File: src/rtl/risc_v_multicycle_controller.sv
// Multi-cycle RV32I control FSM: sequences fetch/decode/execute/memory/writeback
// and drives every datapath strobe and select as a Moore decode of the state
// (ALUControl, Bsel and ImmSrc additionally decode the IR fields).
// Build option: define CTRL_ILLEGAL_TRAP_EN to park in ILLEGAL until reset;
// otherwise an illegal encoding retires as a one-cycle NOP.
module risc_v_multicycle_controller #(
  parameter int STATE_W    = 4,
  parameter int FETCH_WAIT = 0
) (
  input  logic       clk,
  input  logic       rst,
  input  logic [6:0] op,
  input  logic [2:0] func3,
  input  logic       func7,
  output logic       PCWrite,
  output logic       AdrSrc,
  output logic       MemWrite,
  output logic       IRWrite,
  output logic       RegWrite,
  output logic       Branch,
  output logic [1:0] ResultSrc,
  output logic [1:0] ALUSrcA,
  output logic [1:0] ALUSrcB,
  output logic [1:0] Bsel,
  output logic [2:0] ALUControl,
  output logic [2:0] ImmSrc,
  output logic       instr_done,
  output logic       illegal
);

  localparam logic [STATE_W-1:0] S_FETCH    = STATE_W'(0);
  localparam logic [STATE_W-1:0] S_DECODE   = STATE_W'(1);
  localparam logic [STATE_W-1:0] S_EXE_R    = STATE_W'(2);
  localparam logic [STATE_W-1:0] S_EXE_I    = STATE_W'(3);
  localparam logic [STATE_W-1:0] S_ALUWB    = STATE_W'(4);
  localparam logic [STATE_W-1:0] S_MEMADR   = STATE_W'(5);
  localparam logic [STATE_W-1:0] S_MEMREAD  = STATE_W'(6);
  localparam logic [STATE_W-1:0] S_MEMWB    = STATE_W'(7);
  localparam logic [STATE_W-1:0] S_MEMWRITE = STATE_W'(8);
  localparam logic [STATE_W-1:0] S_BRANCH   = STATE_W'(9);
  localparam logic [STATE_W-1:0] S_JAL      = STATE_W'(10);
  localparam logic [STATE_W-1:0] S_JALR     = STATE_W'(11);
  localparam logic [STATE_W-1:0] S_LINK     = STATE_W'(12);
  localparam logic [STATE_W-1:0] S_LUI      = STATE_W'(13);
  localparam logic [STATE_W-1:0] S_ILLEGAL  = STATE_W'(14);

  localparam logic [6:0] OP_R    = 7'b0110011;
  localparam logic [6:0] OP_I    = 7'b0010011;
  localparam logic [6:0] OP_LW   = 7'b0000011;
  localparam logic [6:0] OP_SW   = 7'b0100011;
  localparam logic [6:0] OP_BR   = 7'b1100011;
  localparam logic [6:0] OP_JAL  = 7'b1101111;
  localparam logic [6:0] OP_JALR = 7'b1100111;
  localparam logic [6:0] OP_LUI  = 7'b0110111;

  localparam logic [1:0] WAIT_LAST = FETCH_WAIT[1:0];

  logic [STATE_W-1:0] state, state_nxt;
  logic [1:0]         wait_cnt;

  // Shifts (001/101) are not supported, every other func3 maps to an ALU op
  function automatic logic alu_f3_ok(input logic [2:0] f3);
    return (f3 != 3'b001) && (f3 != 3'b101);
  endfunction

  // func3/func7 to ALUControl; func7 only selects sub for R-type 000
  function automatic logic [2:0] alu_decode(input logic [2:0] f3, input logic sub_en);
    case (f3)
      3'b000:  return sub_en ? 3'b001 : 3'b000;
      3'b111:  return 3'b010;
      3'b110:  return 3'b011;
      3'b010:  return 3'b100;
      3'b100:  return 3'b101;
      3'b011:  return 3'b110;
      default: return 3'b000;
    endcase
  endfunction

  // State register and FETCH wait counter
  always_ff @(posedge clk or negedge rst) begin
    if (!rst) begin
      state    <= S_FETCH;
      wait_cnt <= 2'd0;
    end else begin
      state <= state_nxt;
      if (state == S_FETCH && wait_cnt != WAIT_LAST) wait_cnt <= wait_cnt + 2'd1;
      else                                           wait_cnt <= 2'd0;
    end
  end

  // Next-state decode, including illegal-encoding detection in DECODE
  always_comb begin
    state_nxt = S_FETCH;
    case (state)
      S_FETCH:    state_nxt = (wait_cnt == WAIT_LAST) ? S_DECODE : S_FETCH;
      S_DECODE: begin
        case (op)
          OP_R:    state_nxt = alu_f3_ok(func3) ? S_EXE_R : S_ILLEGAL;
          OP_I:    state_nxt = alu_f3_ok(func3) ? S_EXE_I : S_ILLEGAL;
          OP_LW,
          OP_SW:   state_nxt = (func3 == 3'b010) ? S_MEMADR : S_ILLEGAL;
          OP_BR:   state_nxt = (func3[2:1] == 2'b00 || func3[2:1] == 2'b10) ? S_BRANCH : S_ILLEGAL;
          OP_JAL:  state_nxt = S_JAL;
          OP_JALR: state_nxt = (func3 == 3'b000) ? S_JALR : S_ILLEGAL;
          OP_LUI:  state_nxt = S_LUI;
          default: state_nxt = S_ILLEGAL;
        endcase
      end
      S_EXE_R,
      S_EXE_I,
      S_JAL,
      S_LINK:     state_nxt = S_ALUWB;
      S_MEMADR:   state_nxt = (op == OP_SW) ? S_MEMWRITE : S_MEMREAD;
      S_MEMREAD:  state_nxt = S_MEMWB;
      S_JALR:     state_nxt = S_LINK;
`ifdef CTRL_ILLEGAL_TRAP_EN
      S_ILLEGAL:  state_nxt = S_ILLEGAL;
`else
      S_ILLEGAL:  state_nxt = S_FETCH;
`endif
      default:    state_nxt = S_FETCH;
    endcase
  end

  // Moore output decode; everything is forced low while reset is asserted
  always_comb begin
    PCWrite    = 1'b0;
    AdrSrc     = 1'b0;
    MemWrite   = 1'b0;
    IRWrite    = 1'b0;
    RegWrite   = 1'b0;
    Branch     = 1'b0;
    ResultSrc  = 2'b00;
    ALUSrcA    = 2'b00;
    ALUSrcB    = 2'b00;
    Bsel       = 2'b00;
    ALUControl = 3'b000;
    ImmSrc     = 3'b000;
    instr_done = 1'b0;
    illegal    = 1'b0;
    case (state)
      S_FETCH: begin
        ALUSrcB   = 2'b10;
        ResultSrc = 2'b10;
        if (wait_cnt == WAIT_LAST) begin
          IRWrite = 1'b1;
          PCWrite = 1'b1;
        end
      end
      S_DECODE: begin
        ALUSrcA = 2'b01;
        ALUSrcB = 2'b01;
        ImmSrc  = (op == OP_JAL) ? 3'b100 : 3'b010;
      end
      S_EXE_R: begin
        ALUSrcA    = 2'b10;
        ALUControl = alu_decode(func3, func7);
      end
      S_EXE_I: begin
        ALUSrcA    = 2'b10;
        ALUSrcB    = 2'b01;
        ALUControl = alu_decode(func3, 1'b0);
      end
      S_ALUWB: begin
        RegWrite   = 1'b1;
        instr_done = 1'b1;
      end
      S_MEMADR: begin
        ALUSrcA = 2'b10;
        ALUSrcB = 2'b01;
        ImmSrc  = (op == OP_SW) ? 3'b001 : 3'b000;
      end
      S_MEMREAD: AdrSrc = 1'b1;
      S_MEMWB: begin
        ResultSrc  = 2'b01;
        RegWrite   = 1'b1;
        instr_done = 1'b1;
      end
      S_MEMWRITE: begin
        AdrSrc     = 1'b1;
        MemWrite   = 1'b1;
        instr_done = 1'b1;
      end
      S_BRANCH: begin
        ALUSrcA    = 2'b10;
        ALUControl = 3'b001;
        Branch     = 1'b1;
        instr_done = 1'b1;
        Bsel       = {func3[2], func3[0]};
      end
      S_JAL: begin
        PCWrite = 1'b1;
        ALUSrcA = 2'b01;
        ALUSrcB = 2'b10;
      end
      S_JALR: begin
        ALUSrcA   = 2'b10;
        ALUSrcB   = 2'b01;
        ResultSrc = 2'b10;
        PCWrite   = 1'b1;
      end
      S_LINK: begin
        ALUSrcA = 2'b01;
        ALUSrcB = 2'b10;
      end
      S_LUI: begin
        ImmSrc     = 3'b011;
        ResultSrc  = 2'b11;
        RegWrite   = 1'b1;
        instr_done = 1'b1;
      end
      S_ILLEGAL: begin
        illegal = 1'b1;
`ifdef CTRL_ILLEGAL_TRAP_EN
        instr_done = 1'b0;
`else
        instr_done = 1'b1;
`endif
      end
      default: ;
    endcase
    if (!rst) begin
      PCWrite    = 1'b0;
      AdrSrc     = 1'b0;
      MemWrite   = 1'b0;
      IRWrite    = 1'b0;
      RegWrite   = 1'b0;
      Branch     = 1'b0;
      ResultSrc  = 2'b00;
      ALUSrcA    = 2'b00;
      ALUSrcB    = 2'b00;
      Bsel       = 2'b00;
      ALUControl = 3'b000;
      ImmSrc     = 3'b000;
      instr_done = 1'b0;
      illegal    = 1'b0;
    end
  end

endmodule

File: config.mk
export PLATFORM = sky130hd
export DESIGN_NAME = risc_v_multicycle_controller
export DESIGN_NICKNAME = d
export VERILOG_FILES = /design/src/rtl/risc_v_multicycle_controller.sv
export SDC_FILE = /design/constraint.sdc
export NUM_CORES = 1
export LEC_CHECK = 0
export ABC_AREA = 1
export BUFFER_PORTS_ARGS = -buffer_cell sky130_fd_sc_hd__clkbuf_2
export CAP_MARGIN = 40
export CORE_AREA = 5 5 48 50
export DETAILED_ROUTE_END_ITERATION = 10
export DIE_AREA = 0 0 53 55
export PLACE_DENSITY_LB_ADDON = 0.05
export SLEW_MARGIN = 30
export SYNTH_ARGS = -nofsm -noshare
export SYNTH_HDL_FRONTEND = slang
export SYNTH_SLANG_ARGS = --single-unit
File: constraint.sdc
create_clock -name clk -period 2.65 [get_ports clk]
set_input_delay 0.1325 -clock clk [delete_from_list [all_inputs] [get_ports clk]]
set_output_delay 0.1325 -clock clk [all_outputs]
set_load 0.03 [all_outputs]
Word level (Yosys, flattened, before mapping)
Index checks and enable logic that the tools add are counted.
Operators by class
  shifts and indexed selects: 0
  mux-type cells: 44
  div/mod/pow operators: 0
  multiply operators: 0
  order comparisons: 0
  add/subtract/negate cells: 1
  eq/ne operators: 30
  bitwise logic cells: 0
  reductions and logical operators: 19
Operator list (count)
  $eq A4 B4 Y1 const B: 7
  $pmux W4 S7: 1
  $pmux W4 S6: 1
  $eq A7 B6 Y1 const B: 3
  $eq A7 B7 Y1 const B: 3
  $mux W1: 19
  $pmux W3 S3: 2
  $pmux W3 S6: 1
  $eq A4 B3 Y1 const B: 4
  $mux W4: 4
  $mux W3: 5
  $pmux W3 S5: 1
  $mux W2: 6
  $eq A3 B3 Y1 const B: 3
  $reduce_or A3 Y1: 3
  $eq A4 B2 Y1 const B: 2
  $pmux W2 S2: 2
  $reduce_or A2 Y1: 4
  $reduce_or A4 Y1: 2
  $eq A7 B2 Y1 const B: 1
  $eq A7 B5 Y1 const B: 1
  $eq A3 B2 Y1 const B: 2
  $pmux W2 S3: 1
  $reduce_or A6 Y1: 1
  other kinds (13): 15
Word-level totals
  memories: 0
  bits in writable memories: 0
  ROM bits: 0
  logic and storage cells: 96
  flip-flop bits (word level): 6
  input bits: 13
  bits in latches: 0
  output and inout port bits: 22

Logic depth before layout (Yosys ltp)
Gate-level depths: netlist (run 1).
  word-level depth: 5
  depth in mapped cells: 11
  gate-level depth less buffers: 11

Worst setup path after synthesis (run 1)
Ideal clock, no wire load.
  kind: reg2out
  from: register state[2]
  to: output port ALUSrcB[1]
  slack: 960 ps
  stages on the path, launching flop included: 6
  data required time: 2518 ps
  buffers on the path: 0
  arrival time: 1558 ps
  path through: dfrtp_1 > inv_1 > nand2_4 > nor3_4 > inv_1 > o21ai_0
On the way
  longest elaborated chain between the ends: 4
  elaborated cells between the ends (all ways): 11
  those cells by class: eq/ne: 6; mux: 2; reduce/logical: 3
RTL lines
  start: declaration: line 58  | logic [STATE_W-1:0] state, state_nxt;
  start signal: assignment: line 85  | state <= state_nxt;
  $eq A4 B2 Y1 (tied with other cells): line 141  | case (state)
  $reduce_or A4 Y1 (no line) or $reduce_or A3 Y1 (tied branches)
  $pmux W2 S2 (*): line 141
  $mux W2 (*): line 222  | if (!rst) begin
  end: declaration: line 23  | output logic [1:0] ALUSrcB,
Every way passes the cells marked *; elsewhere a longest branch is shown, timed or not.

Worst setup path in the final report (run 1)
  from: input port rst
  to: output port Bsel[0]
On the way
  longest elaborated chain between the ends: 1
RTL lines
  start: declaration: line 11  | input logic rst,
  $mux W2: line 222
  end: declaration: line 24  | output logic [1:0] Bsel,
Every way passes these cells.

==> metrics.md, run 1 <==
| Metric | Value |
|---|---|
| Clk_lat worst skew | `0.24 ns` |
| Startpoint Class | `input port` |
| Leak Pwr | `0.650 nW` |
| Routability cong. | `0.946` |
| HP Class | `in2reg` |
| Clock buffer depth | `2` |
| Crit path kind | `in2out` |
| Nets | `roughly 220` |
| Initial Util | `49.1%` |
| 1st-pass router iterations | `4` |
| CP required | `roughly 2.5 ns` |
| Vias per inst | `5.04` |
| Grt met3 use | `4.29%` |
| Vias | `1,149` |
| Post-Synthesis Cells | `~160` |
| Critical path endpoint category | `output pin` |
| Row count | `16` |
| R2R setup slack | `1.40 ns` |
| Critical-path maximum fanout | `15` |
| Routed Antenna Nets | `0` |
| DR WL/cell | `10.9 um` |
| Max-slew violation total from the final report | `0` |
| Synth Area per Inst | `5.57 um2` |
| Most common cell after layout, fill and taps aside | `nand2_1` |
| Setup WS post-layout | `0.738 ns` |
| R2R depth | `5` |
| Final setup viols | `0` |
| Design Area, Final | `1150 um2` |
| H-tree depth | `1` |
| Max Cap Viol | `0` |
| Slew HR | `65.6%` |
| Area grow syn2layout | `25.5%` |
| WL final | `2.48 mm` |
| Seq/Total Area, Yosys | `16.4%` |
| Tmin final | `1.91 ns` |
| Critical path, cell by cell | `dlygate4sd3_1 > clkbuf_2 > inv_1 > nor2_2 > inv_1 > nor2_1 > clkbuf_2` |
| Die area | `2920 um2` |
| Overflow after GRT | `0` |
| Die span in x | `53 um` |
| CTS resizes | `0` |
| Yosys cell types | `24` |
| Vias in the first global route | `approximately 1,000` |
| Initial antenna violation count | `0` |
| Reg-to-reg startpoint | `state[2]` |
| Cell area power density | `slightly below 800 nW/um2` |
| GR Util All Layers | `19.6%` |
| TritonCTS buffer count | `3` |
| FF+latch count, synth | `6` |
| Status | `completed` |
| Post-Syn Area | `a little over 900 um2` |
| Post-DP HPWL | `2.14 mm` |
| Hold Fails Final Rpt | `0` |
| Worst vdd ir | `556 uV` |
| CP startpoint | `rst` |
| Syn Nets | `178` |
| Met1 usage | `23.9%` |
| Clk pin slew, worst setup/hold paths | `0.04 ns` |
| CTS Hold Bufs | `1` |
| Port Buf Inserts | `34` |
| Reg-to-reg critical path endpoint | `wait_cnt[1]` |
| Placed cell areas | `about 1100 um2` |
| Crit path largest cell delay | `about 0.53 ns` |
| Die height | `55 um` |
| Total core area | `around 1900 um2` |
| N_diodes | `0` |
| First-pass GRT wire length | `4.32 mm` |
| Number of top-level pins | `35` |
| # DRC | `0` |
| Setup TNS Final | `0 ns` |
| Share of cells above drive strength 1 | `between 30% and 40%` |
| Largest net degree at the start of global routing | `16` |
| CP Data Arrival Time | `1.78 ns` |
| Yosys warning total | `0` |
| Commonest cells after routing, fill and taps aside | `48 x nand2_1, 34 x clkbuf_2, 27 x nor2_1` |
| Setup slack at placement | `1.14 ns` |
| Detailed Route Iter0 Violations | `28` |
| Met2 GRT Util | `34.7%` |
| Final setup skew | `0.00515 ns` |
| Slew @ Worst Pin | `0.516 ns` |
| RSZ-0062 raised after global routing | `no` |
| Post-CTS Setup Repair Bufs | `0` |
| Busiest metal layer after global routing | `met2` |
| Peak Freq | `~520 MHz` |
| Root Buffer | `clkbuf_4` |
| Clk sinks | `6` |
| CTS tree | `done` |
| Period Utilization, post-route | `72.2%` |
| Crit path to | `Bsel[0]` |
| Fillers | `between 200 and 250` |
| CP max stage cell | `dlygate4sd3_1` |
==> registers in the layout, summed over array words and instances (netlist names) <==
| signal | flops |
|---|---|
| wait_cnt | 2 |
| state | 4 |
==> metal layers <==
layer / share of wire, % / vias to the layer above
met2: 48 / 36
met3: 6.9 / 4
met4: 0.89 / 0
met5: 0 / -
met1: 44 / 514
li1: - / 595
==> cell families (layout without fill, tap and decap cells) <==
| logic type | Yosys count | after routing | share of synthesized area [%] |
|---|---|---|---|
| AND/OR/NAND/NOR | 103 | 103 | 53.7 |
| flip-flops | 6 | 6 | 16.4 |
| buffers and inverters | 30 | 67 | 12.3 |
| AO/OA/AOI/OAI | 24 | 24 | 16.2 |
| adder cells (fa/ha/maj) | 1 | 1 | 1.37 |
==> where the power goes <==
part	total (W)	leakage, nW	switching, W	internal, W
Combinational	0.000648	0.557	0.000466	0.000182
Sequential	0.000170	0.0792	0.0000494	0.000121
Clock	0.0000813	0.0138	0.0000303	0.0000510
==> worst min path at each step <==
stage,start,end,slack (ns),depth (start not counted)
3_3_place_gp,rst,state[2],0.009,1
4_1_cts,op[5],state[3],0.23,3
2_1_floorplan,rst,state[0],-0.16,0
6_report,op[5],state[3],0.24,3
3_5_place_dp,rst,state[0],0.007,1
5_1_grt,op[5],state[3],0.26,3
==> worst max-delay path, delay by kind of cell <==
| kind | cells | cell delay [ns] |
|---|---|---|
| buffers and inverters | 5 | 1.36 |
| AND/OR/NAND/NOR | 2 | 0.28 |
==> cells in the mapped netlist (all sizes together) <==
cell,count,area [um2]
a41oi,1,16.3
a21oi,7,42.5
nand2,52,210
nor3b,1,7.51
nor2,35,181
clkbuf,1,3.75
o21ai,13,68.8
o31ai,1,7.51
ha,1,12.5
a31oi,2,12.5
nor3,4,36.3
dfrtp,6,150
nand3,11,55.1
inv,29,109
==> stage by stage <==
stage	cells	util, %	hold slack, ns	total power, W
after floorplan	164	-	-0.163	0.000660
after global placement	224	59.8	0.00895	0.000805
after detailed placement	224	59.8	0.00746	0.000822
after CTS	228	61.6	0.227	0.000908
after global routing	228	61.6	0.258	0.000986
final	228	61.6	0.243	0.000900
==> cell type report <==
class	count	area (um2)	area share (%)
clock buffers	3	22.5	1.97
multi-input cells	128	651	56.8
flip-flops and latches	6	150	13.1
inverters	29	109	9.50
repair buffers	35	180	15.7
well taps	27	33.8	2.95
Power figures use the tool's default switching activity.
==> run 2: changes to the inputs <==
--- a/config.mk
+++ b/config.mk
@@ -8,9 +8,9 @@
 export ABC_AREA = 1
 export BUFFER_PORTS_ARGS = -buffer_cell sky130_fd_sc_hd__clkbuf_2
 export CAP_MARGIN = 40
-export CORE_AREA = 5 5 48 50
+export CORE_AREA = 5 5 52 54
 export DETAILED_ROUTE_END_ITERATION = 10
-export DIE_AREA = 0 0 53 55
+export DIE_AREA = 0 0 57 59
 export PLACE_DENSITY_LB_ADDON = 0.05
 export SLEW_MARGIN = 30
 export SYNTH_ARGS = -nofsm -noshare
==> constraint.sdc (replaced) <==
create_clock -name clk -period 1.71 [get_ports clk]
set_input_delay 0.0855 -clock clk [delete_from_list [all_inputs] [get_ports clk]]
set_output_delay 0.0855 -clock clk [all_outputs]
set_load 0.03 [all_outputs]
==> metrics.md, run 2 (synthesis results as in run 1) <==
| Metric | Value |
|---|---|
| Final setup skew | `0.00302 ns (-0.00213 ns)` |
| Reg-to-reg critical path endpoint | `state[0]` |
| Clk pin slew, worst setup/hold paths | `0.04 ns (about the same)` |
| Hold Fails Final Rpt | `0 (unchanged)` |
| CTS tree | `done` |
| Tmin final | `~1.6 ns` |
| Slew @ Worst Pin | `0.256 ns (-0.260 ns)` |
| Row count | `17 (+1)` |
| Root Buffer | `clkbuf_4` |
| Placed cell areas | `1120 um2 (+0.79%)` |
| TritonCTS buffer count | `3 (unchanged)` |
| R2R depth | `7 (+2)` |
| Initial antenna violation count | `0 (unchanged)` |
| DR WL/cell | `10.4 um (-4.9%)` |
| Min-delay src | `op[5]` |
| Status | `completed` |
| HP Class | `in2reg` |
| Setup TNS Final | `0 ns (unchanged)` |
| Reg-to-reg startpoint | `state[2]` |
| RSZ-0062 raised after global routing | `yes` |
| Startpoint Class | `flop` |
| Worst Hold Path EP | `state[3]` |
| First-pass GRT wire length | `4.06 mm (-5.9%)` |
| Clock buffer depth | `2 (unchanged)` |
| Routed Antenna Nets | `0 (unchanged)` |
| Top Registers | `state x4, wait_cnt x2` |
| Placed cell count | `226 (+0.89%)` |
| R2R setup slack | `0.52 ns (-0.88 ns)` |
| Die area | `3360 um2 (+15%)` |
| Final setup viols | `0 (unchanged)` |
| Largest register by flop count | `state` |
| Detailed Route Iter0 Violations | `19 (-32%)` |
| Design Area, Final | `1220 um2 (+6.4%)` |
| Cell count of the worst hold path | `3 (unchanged)` |
| Post-layout util | `56.2% (-5.3 points)` |
| Total core area | `2170 um2 (+17%)` |
| Vias in the first global route | `1,001 (-4.1%)` |
| Critical path endpoint category | `output pin` |
| Clk sinks | `6 (unchanged)` |
| Vias per inst | `4.80 (-4.8%)` |
| Period Utilization, post-route | `94.9%` |
| Die span in x | `57 um (+7.5%)` |
| CP Data Arrival Time | `1.54 ns (-0.24 ns)` |
| Largest net degree at the start of global routing | `16 (unchanged)` |
| Most common cell after layout, fill and taps aside | `nand2_1` |
| Crit path kind | `reg2out` |
| CP required | `1.62 ns (-0.90 ns)` |
| Leak Pwr | `0.677 nW (+4.1%)` |
| Nets | `223 (+2.8%)` |
| Peak Freq | `616 MHz` |
| Max-slew violation total from the final report | `0 (unchanged)` |
| # DRC | `0 (unchanged)` |
| Cell area power density | `1170 nW/um2 (+50%)` |
| Area grow syn2layout | `33.6%` |
| Setup slack at placement | `0.245 ns (-0.893 ns)` |
| Post-route insts no fill | `235 (+3.1%)` |
| GR Util All Layers | `14.6% (-5.0 points)` |
| Number of top-level pins | `35 (unchanged)` |
| Slew HR | `82.8% (+17 points)` |
| Initial Util | `42.1% (-7.0 points)` |
| Critical-path maximum fanout | `7 (-8)` |
| Commonest cells after routing, fill and taps aside | `48 x nand2_1, 30 x clkbuf_2, 26 x nor2_1` |
| N_diodes | `0 (unchanged)` |
| Setup WS post-layout | `0.0875 ns (-0.650 ns)` |
| Overflow after GRT | `0 (unchanged)` |
| Routability cong. | `0.809 (-14%)` |
| Share of cells above drive strength 1 | `35.7% (+5.4 points)` |
| WL final | `2.44 mm (-1.9%)` |
| H-tree depth | `1 (unchanged)` |
| Post-DP HPWL | `2.07 mm (-3.6%)` |
| Max Cap Viol | `0 (unchanged)` |
| Die height | `59 um (+7.3%)` |
| 1st-pass router iterations | `4 (unchanged)` |
| Worst vdd ir | `868 uV (+56%)` |
| Port Buf Inserts | `34 (unchanged)` |
| Largest register FFs | `4 (unchanged)` |
| Clk_lat worst skew | `0.24 ns (about the same)` |
| Vias | `1,127 (-1.9%)` |
-- run 2: critical path, stage by stage (launching register included) --
cell and delay [ns]:
dfrtp_2 0.46, nor2_2 0.19, nand2_1 0.10, inv_1 0.11, nand3_1 0.09, a21oi_1 0.14, buf_2 0.22
-- run 2: cell type report --
| class | instances | area, um2 |
|---|---|---|
| well taps | 28 | 35.0 |
| flip-flops and latches | 6 | 154 |
| clock buffers | 3 | 22.5 |
| multi-input cells | 128 | 653 |
| fillers | 238 | 950 |
| inverters | 29 | 113 |
| repair buffers | 41 | 243 |
-- run 2: stage by stage --
step           hold WS, ns  total power (W)
6_report             0.187          0.00143
5_1_grt              0.202          0.00156
4_1_cts              0.168          0.00140
3_5_place_dp        0.0175          0.00127
3_3_place_gp        0.0154          0.00125
2_1_floorplan       -0.210          0.00102
-- run 2: repair_timing --
action | CTS | global route
hold buffers | 1 | 0
setup endpoints to repair | 4 | 16
setup buffers | 0 | 5
pin swaps | 0 | 0
endpoints found under the hold margin | 6 | 0
resized for setup | 1 | 13
-- run 2: worst max path at each step --
stage,end,from,slack (ns),cells past startpoint
after floorplan,ALUSrcB[1],state[2],0.07,5
after global placement,PCWrite,state[2],0.29,6
after detailed placement,PCWrite,state[2],0.25,6
after CTS,PCWrite,state[3],0.01,6
after global routing,PCWrite,state[2],-0.006,6
final,ImmSrc[0],state[1],0.09,6
-- run 2: power breakdown --
group	switching (W)	internal, W	total [W]
combinational	0.000723	0.000311	0.00103
sequential	0.0000800	0.000194	0.000274
clock	0.0000466	0.0000791	0.000126
-- run 2: layer usage --
| metal | vias up | GRT usage, % | wire length (um) | part of all wire [%] |
|---|---|---|---|---|
| met2 | 37 | 24.5 | 1060 | 44 |
| met5 | - | 0 | 0 | 0 |
| met3 | 0 | 3.70 | 181 | 7.4 |
| met1 | 491 | 20.1 | 1190 | 49 |
| met4 | 0 | 0 | 0 | 0 |
| li1 | 599 | - | - | - |
